<file path="src/rtl/mem_access_arbiter.sv">
// rtl/mem_access_arbiter.sv - round-robin two-port arbiter for the shared data memory
module mem_access_arbiter #(
  parameter int ADDR_W  = 4,
  parameter int DATA_W  = 8,
  parameter int MEM_LAT = 2
) (
  input  logic              Clk,
  input  logic              Reset,
  input  logic              Active,
  input  logic              Req0,
  input  logic              RW0,
  input  logic [ADDR_W-1:0] Addr0,
  input  logic [DATA_W-1:0] WData0,
  input  logic              Req1,
  input  logic              RW1,
  input  logic [ADDR_W-1:0] Addr1,
  input  logic [DATA_W-1:0] WData1,
  output logic              Grant0,
  output logic              Grant1,
  output logic              Done0,
  output logic              Done1,
  output logic [DATA_W-1:0] RData,
  output logic              Busy,
  output logic              AccessMem,
  output logic              RWMem,
  output logic [ADDR_W-1:0] MemAddr,
  output logic [DATA_W-1:0] MemWData,
  input  logic [DATA_W-1:0] MemRData
);

  typedef enum logic [1:0] {
    S_IDLE,
    S_ACCESS,
    S_WAIT,
    S_DONE
  } state_t;

  // Counter preload: WAIT lasts MEM_LAT cycles, the last one samples MemRData.
  localparam logic [3:0] LAT_LOAD = 4'(MEM_LAT - 1);

  state_t            state_q, state_d;
  logic [3:0]        cnt_q, cnt_d;
  logic              win_q, win_d;
  logic              last_q, last_d;
  logic              grant0_q, grant0_d;
  logic              grant1_q, grant1_d;
  logic              done0_q, done0_d;
  logic              done1_q, done1_d;
  logic [DATA_W-1:0] rdata_q, rdata_d;
  logic              busy_q, busy_d;
  logic              access_q, access_d;
  logic              rwmem_q, rwmem_d;
  logic [ADDR_W-1:0] memaddr_q, memaddr_d;
  logic [DATA_W-1:0] memwdata_q, memwdata_d;
  logic              pick;

  // Next-state and next-output computation; every output is the registered image of its _d.
  always_comb begin
    state_d    = state_q;
    cnt_d      = cnt_q;
    win_d      = win_q;
    last_d     = last_q;
    rdata_d    = rdata_q;
    rwmem_d    = rwmem_q;
    memaddr_d  = memaddr_q;
    memwdata_d = memwdata_q;
    grant0_d   = 1'b0;
    grant1_d   = 1'b0;
    done0_d    = 1'b0;
    done1_d    = 1'b0;
    access_d   = 1'b0;
    busy_d     = 1'b0;
    // On a tie the port that was not served last wins; otherwise the lone requester.
    pick       = (Req0 && Req1) ? ~last_q : Req1;

    case (state_q)
      S_IDLE: begin
        if (Active && (Req0 || Req1)) begin
          win_d      = pick;
          rwmem_d    = pick ? RW1 : RW0;
          memaddr_d  = pick ? Addr1 : Addr0;
          memwdata_d = pick ? WData1 : WData0;
          grant0_d   = ~pick;
          grant1_d   = pick;
          access_d   = 1'b1;
          busy_d     = 1'b1;
          state_d    = S_ACCESS;
        end
      end
      S_ACCESS: begin
        cnt_d   = LAT_LOAD;
        busy_d  = 1'b1;
        state_d = S_WAIT;
      end
      S_WAIT: begin
        busy_d = 1'b1;
        if (cnt_q != 4'd0) begin
          cnt_d = cnt_q - 4'd1;
        end else begin
          if (!rwmem_q) begin
            rdata_d = MemRData;
          end
          done0_d = ~win_q;
          done1_d = win_q;
          busy_d  = 1'b1;
          state_d = S_DONE;
        end
      end
      S_DONE: begin
        last_d  = win_q;
        state_d = S_IDLE;
      end
      default: begin
        state_d = S_IDLE;
      end
    endcase
  end

  // State and output registers; reset overrides any access in flight.
  always_ff @(posedge Clk) begin
    if (Reset) begin
      state_q    <= S_IDLE;
      cnt_q      <= 4'd0;
      win_q      <= 1'b0;
      last_q     <= 1'b1;
      grant0_q   <= 1'b0;
      grant1_q   <= 1'b0;
      done0_q    <= 1'b0;
      done1_q    <= 1'b0;
      rdata_q    <= '0;
      busy_q     <= 1'b0;
      access_q   <= 1'b0;
      rwmem_q    <= 1'b0;
      memaddr_q  <= '0;
      memwdata_q <= '0;
    end else begin
      state_q    <= state_d;
      cnt_q      <= cnt_d;
      win_q      <= win_d;
      last_q     <= last_d;
      grant0_q   <= grant0_d;
      grant1_q   <= grant1_d;
      done0_q    <= done0_d;
      done1_q    <= done1_d;
      rdata_q    <= rdata_d;
      busy_q     <= busy_d;
      access_q   <= access_d;
      rwmem_q    <= rwmem_d;
      memaddr_q  <= memaddr_d;
      memwdata_q <= memwdata_d;
    end
  end

  assign Grant0    = grant0_q;
  assign Grant1    = grant1_q;
  assign Done0     = done0_q;
  assign Done1     = done1_q;
  assign RData     = rdata_q;
  assign Busy      = busy_q;
  assign AccessMem = access_q;
  assign RWMem     = rwmem_q;
  assign MemAddr   = memaddr_q;
  assign MemWData  = memwdata_q;

endmodule

</file>
<file path="config.mk">
export PLATFORM = sky130hd
export DESIGN_NAME = mem_access_arbiter
export DESIGN_NICKNAME = d
export VERILOG_FILES = /design/src/rtl/mem_access_arbiter.sv
export SDC_FILE = /design/constraint.sdc
export NUM_CORES = 1
export LEC_CHECK = 0
export BUFFER_PORTS_ARGS = -buffer_cell sky130_fd_sc_hd__buf_2
export CAP_MARGIN = 20
export CORE_AREA = 3 3 64 66
export CTS_BUF_LIST = sky130_fd_sc_hd__clkbuf_4 sky130_fd_sc_hd__clkbuf_8
export DETAILED_ROUTE_END_ITERATION = 16
export DIE_AREA = 0 0 67 69
export GPL_ROUTABILITY_DRIVEN = 0
export GPL_TIMING_DRIVEN = 0
export PLACE_DENSITY = 0.73
export SKIP_LAST_GASP = 1
export SLEW_MARGIN = 20
export SYNTH_ARGS = -nofsm -noshare
export SYNTH_HDL_FRONTEND = slang
export SYNTH_SLANG_ARGS = --single-unit
</file>
<file path="constraint.sdc">
create_clock -name Clk -period 1.68 [get_ports Clk]
set_input_delay 0.168 -clock Clk [delete_from_list [all_inputs] [get_ports Clk]]
set_output_delay 0.168 -clock Clk [all_outputs]
set_load 0.02 [all_outputs]
</file>
==> After elaboration in Yosys (flattened, before gate mapping) <==
Cells that the tools add are included.
{ "totals": {"elab_cells": 54, "regBits": 35, "output_inout_bits": 27, "romBits": 0, "latchBits": 0, "ramBits": 0, "memories": 0} }
{ "classes": {"reduce_logical": 14, "n_eq_ne": 6, "mul": 0, "add_sub_neg": 1, "mux": 11, "div": 0, "shifts": 0, "n_lt_le_gt_ge": 0, "n_bitwise": 8} }
{ "ops": {"columns": ["cell", "count"], "rows": [
  ["2-to-1 mux 4 bit", 2],
  ["2-to-1 mux 8 bit", 1],
  ["inverter 1 bit", 8],
  ["one-hot mux 2 bit (4 select lines)", 1],
  ["one-hot mux 4 bit (2 select lines)", 1],
  ["inequality test 2 bit, second input constant", 3],
  ["AND reduction 2 bit", 3],
  ["OR reduction 3 bit", 2],
  ["equality test 2 bit, second input constant", 2],
  ["2-to-1 mux 2 bit", 2],
  ["nonzero test 4 bit", 1],
  ["OR reduction 2 bit", 2],
  ["subtractor 4 x 1 -> 4 bit, second input constant", 1],
  ["2-to-1 mux 1 bit", 3],
  ["AND reduction 3 bit", 1],
  ["equality test 2 x 1 -> 1 bit, second input constant", 1],
  ["logical AND 1 bit", 2],
  ["logical NOT 2 bit", 1],
  ["one-hot mux 1 bit (2 select lines)", 1],
  ["nonzero test 2 bit", 1],
  ["logical OR 1 bit", 1]
]} }

==> Depth between registers and ports, before layout <==
{ "logic_depth": {"ltp_word": 4, "depth_mapped": 6} }

==> Least setup slack after synthesis <==
Ideal clock, no wire load.
{ "synth_timing": {"path_kind": "reg2reg", "start": "reg state_q[0]", "end": "reg rdata_q[0] (netlist: RData[0])", "period_less_slack_ns": 1.557, "path_slack_ns": 0.123, "path_buffers": 1, "setup_ns": 0.072, "t_required_ns": 1.608, "t_arrival_ns": 1.486, "stages_incl_launch_ff": 7, "cell_sequence": "dfxtp_1 -> inv_1 -> ha_1 -> buf_2 -> nand3b_1 -> nor3_4 -> mux2i_1"} }
{ "synth_via": {"elab_chain_len": 2} }
{ "synth_rtl": {"columns": ["item", "line_no", "source"], "rows": [
  ["start, declared", "41", "state_t state_q, state_d;"],
  ["start signal, assigned", "137", "state_q <= state_d;"],
  ["equality test 2 bit", "76", "case (state_q)"],
  ["AND reduction 3 bit (no line)", null, null],
  ["end signal, assigned", "145", "rdata_q <= rdata_d;"],
  ["end, declared", "49", "logic [DATA_W-1:0] rdata_q, rdata_d;"]
]} }
No other way between the ends.
A chain may end at the register's enable or synchronous reset.

==> Worst setup path after layout <==
{ "layout_timing": {"start": "reg cnt_q[0]", "end": "reg cnt_q[1]"} }
{ "layout_via": {"elab_chain_len": 3, "elab_cells_between_ends": 6, "classes_between": "add/sub (1); eq/ne (1); mux (2); reduce/logical (2)"} }
{ "layout_rtl": {"columns": ["item", "line_no", "source"], "rows": [
  ["start, declared", "42", "logic [3:0] cnt_q, cnt_d;"],
  ["start signal, assigned", "138", "cnt_q <= cnt_d;"],
  ["subtractor 4 x 1 -> 4 bit / nonzero test 4 bit (equally long branches)", "98, 97", null],
  ["2-to-1 mux 4 bit / inequality test 2 bit (equally long branches)", null, null],
  ["one-hot mux 4 bit (2 select lines) / AND reduction 2 bit (equally long branches)", null, null]
]} }
Parallel ways exist; a longest one is shown, timed or not. The select of a mux whose other input is x is not followed.

==> summary.md <==
| Metric | Value |
|---|---|
| Fmax achieved | `0.642 GHz` |
| LEAKAGE | `0.991 nW` |
| Final setup skew | `5.20 ps` |
| Final setup violating endpoints | `0` |
| Register area share after synthesis | `45.1%` |
| Slowest stage delay, CP | `360 ps` |
| Logic pwr share | `41.5%` |
| Synth Area per Inst | `8.83 sq um` |
| Routed len/inst | `12.4 um` |
| DP Wirelength | `2730 um` |
| Clock transition at path regs | `70 ps` |
| Nets | `296` |
| Status | `finished clean` |
| Via count | `1472` |
| Critical Path RT | `1900 ps` |
| Slack of the worst reg-to-reg path | `120 ps` |
| GRT Overall Usage | `16.0%` |
| Most common cell after layout, fill and taps aside | `buf_2` |
| Die X | `67 um` |
| Die height | `69 um` |
| Max-cap violations | `0` |
| Final cycle utilization of the critical path | `92.8%` |
| Detailed Route WL | `3700 um` |
| Sequential share of power | `38.2%` |
| Post-synth EDFFs | `0` |
| Synth Warn # | `0` |
| Max FO, Critical Path | `7` |
| CP endpoint kind | `flop` |
| Cell Int Power | `1.83 mW` |
| Layout cell share with drive strength beyond 1 | `34.4%` |
| Dominant synthesized flop cell | `dfxtp_1` |
| Commonest cells after routing, fill and taps aside | `buf_2 (66), dfxtp_1 (35), nand2_1 (34), a21oi_1 (27), o21ai_0 (14)` |
| Root buf cell | `clkbuf_8` |
| Cell variety after synth | `32` |
| Port Buf Inserts | `65` |
| Placed Area | `0.00194 sq mm` |
| Rel. slew slack | `68.2%` |
| H-tree depth | `2` |
| Largest net degree at the start of global routing | `16` |
| Area Overhead vs Synth | `32.3%` |
| Final worst slack | `121 ps` |
| Startpoint Class | `flop` |
| Clk sinks | `35` |
| DRT Pass-1 Iters | `4` |
| Initial antenna violation count | `0` |
| Die area | `0.00462 sq mm` |
| Syn_nets | `223` |
| Worst slack, placed | `-121 ps` |
| Diodes inserted | `0` |
| Final antenna-violating net count | `0` |
| Final core occ | `56.6%` |
| Avg Vias per Cell | `4.94` |
| Remaining routing DRC violations | `0` |
| Clk Latency, worst-skew pair | `290 ps` |
| Vias in the first global route | `1372` |
| Deepest clock path buffer count | `2` |
| Placed Instances | `289` |
| Synth Cell Area | `0.00155 sq mm` |
| Unrepaired setup endpoints after global routing | `false` |
| Num CTS Buffers | `5` |
| Tightest Pin Transition | `477 ps` |
| Synth async-reset ratio | `0%` |
| Num ports | `66` |
| Cell count after synthesis | `176` |
| Final-report hold violation count | `0` |
| Crit path cell chain | `inv_1 > ha_1 > or3b_1 > buf_6 > a211o_1 > a21oi_2` |
| Crit Path Class | `flop to flop` |
| Post-CTS Hold Fix Bufs | `0` |
| Fillers | `360` |
| Initial Utilization | `42.8%` |
| Hold Crit Class | `input port to flop` |
| Finished Layout Cells | `298` |
| Slowest cell on crit path | `or3b_1` |
| Initial DRC Count | `51` |
| TritonCTS clock tree | `yes` |
| CP arrival | `1780 ps` |
| Final Cell Area | `0.00206 sq mm` |
| Min Tclk post-route | `1560 ps` |
| Global route overflow | `0` |
| First-pass GRT wire length | `5870 um` |
| Clock power frac | `20.3%` |
| Power per Cell Area | `1440 mW/mm^2` |
| Max-slew violation count | `0` |
| Switching power | `1.12 mW` |
| Synth Register Bits | `35` |
| Final Hold Slack | `112 ps` |
| Peak supply drop | `0.000924 V` |
| Switching portion of total power | `37.9%` |
| Core area | `0.00363 sq mm` |
| Row count | `22` |
-- metal layers --
layer | track usage [%] | share of wire (%) | vias to the layer above
li1 | - | - | 755
met1 | 18.8 | 43 | 672
met2 | 26.5 | 50 | 40
met3 | 5.21 | 5.7 | 5
met4 | 6.08 | 1.2 | 0
met5 | 0 | 0 | -
-- final cells by class --
cell class / count / area, sq um / share of cell area [%]
multi-input combinational: 126 / 787 / 38.3
timing repair buffer: 67 / 353 / 17.2
clock inverter: 2 / 12.5 / 0.609
sequential: 35 / 701 / 34.1
clock buffer: 6 / 76.3 / 3.71
inverter: 5 / 18.8 / 0.913
buffer: 9 / 47.5 / 2.31
tap: 48 / 60.1 / 2.92
-- synth_stat cells (2+ instances only) --
master | n | area share, %
dfxtp_1 | 35 | 45
nand3b_1 | 2 | 0.97
clkbuf_1 | 7 | 1.7
o211a_1 | 2 | 1.3
nand3_1 | 4 | 1.3
nand2_1 | 34 | 8.2
o21ai_0 | 14 | 4.5
inv_1 | 4 | 0.97
nor2_1 | 2 | 0.48
a21oi_1 | 27 | 8.7
buf_2 | 2 | 0.64
ha_1 | 8 | 6.4
nor3_1 | 4 | 1.3
mux2i_1 | 12 | 7.7
a211o_1 | 2 | 1.1
-- state kept, by name (all words and copies together), names as in the netlist --
register and cells:
RWMem 1, win_q 1, MemWData 8, Grant1 1
Grant0 1, cnt_q 4, MemAddr 4, RData 8
AccessMem 1, Done0 1, last_q 1, Done1 1
state_q 2, Busy 1
-- power groups by stage --
stage | Clock (mW) | Sequential, mW | Combinational, mW
floorplan | 0 | 1.30 | 0.689
global placement | 0 | 1.14 | 1.15
detailed placement | 0 | 1.14 | 1.18
CTS | 0.619 | 1.13 | 1.21
global route | 0.640 | 1.16 | 1.35
finish | 0.600 | 1.13 | 1.23
-- cells by family (layout without fill, tap and decap cells) --
| family | count (synthesis) | in the layout | synth area share [%] |
|---|---|---|---|
| multiplexers | 12 | 12 | 7.73 |
| adder cells (fa/ha/maj) | 8 | 8 | 6.44 |
| AND/OR/NAND/NOR | 54 | 54 | 16.5 |
| flip-flops | 35 | 35 | 45.1 |
| buffers and inverters | 15 | 89 | 4.27 |
| AO/OA/AOI/OAI | 52 | 52 | 20.0 |
-- critical path, delay by kind of cell, from the launching register on --
family | cells | cell delay [ps]
compound gates | 2 | 420
simple gates | 1 | 360
flops | 1 | 340
buf+inv | 2 | 230
fa+ha+maj | 1 | 160
-- final timing paths --
check                        start                      end  depth (start not counted)
max          cnt_q[0]$_SDFFE_PP0P_    cnt_q[1]$_SDFFE_PP0P_                          6
min                       Addr0[0]  MemAddr[0]$_SDFFE_PP0P_                          3
max reg2reg  cnt_q[0]$_SDFFE_PP0P_    cnt_q[1]$_SDFFE_PP0P_                          6
min reg2reg  RData[1]$_SDFFE_PP0P_    RData[1]$_SDFFE_PP0P_                          2
-- what timing repair did --
action / 4_1_cts / 5_1_grt
endpoints found under the setup margin: 14 / 19
hold endpoints to repair: 0 / 0
gates resized for setup: 0 / 5
pin swaps: 1 / 3
setup buffers: 1 / 1
-- stage by stage --
stage	TNS (ps)	power, mW
final	0	2.95
after global placement	-710	2.30
after global routing	0	3.15
after CTS	0	2.96
after detailed placement	-951	2.32
after floorplan	0	1.98
Power figures use the tool's default switching activity.
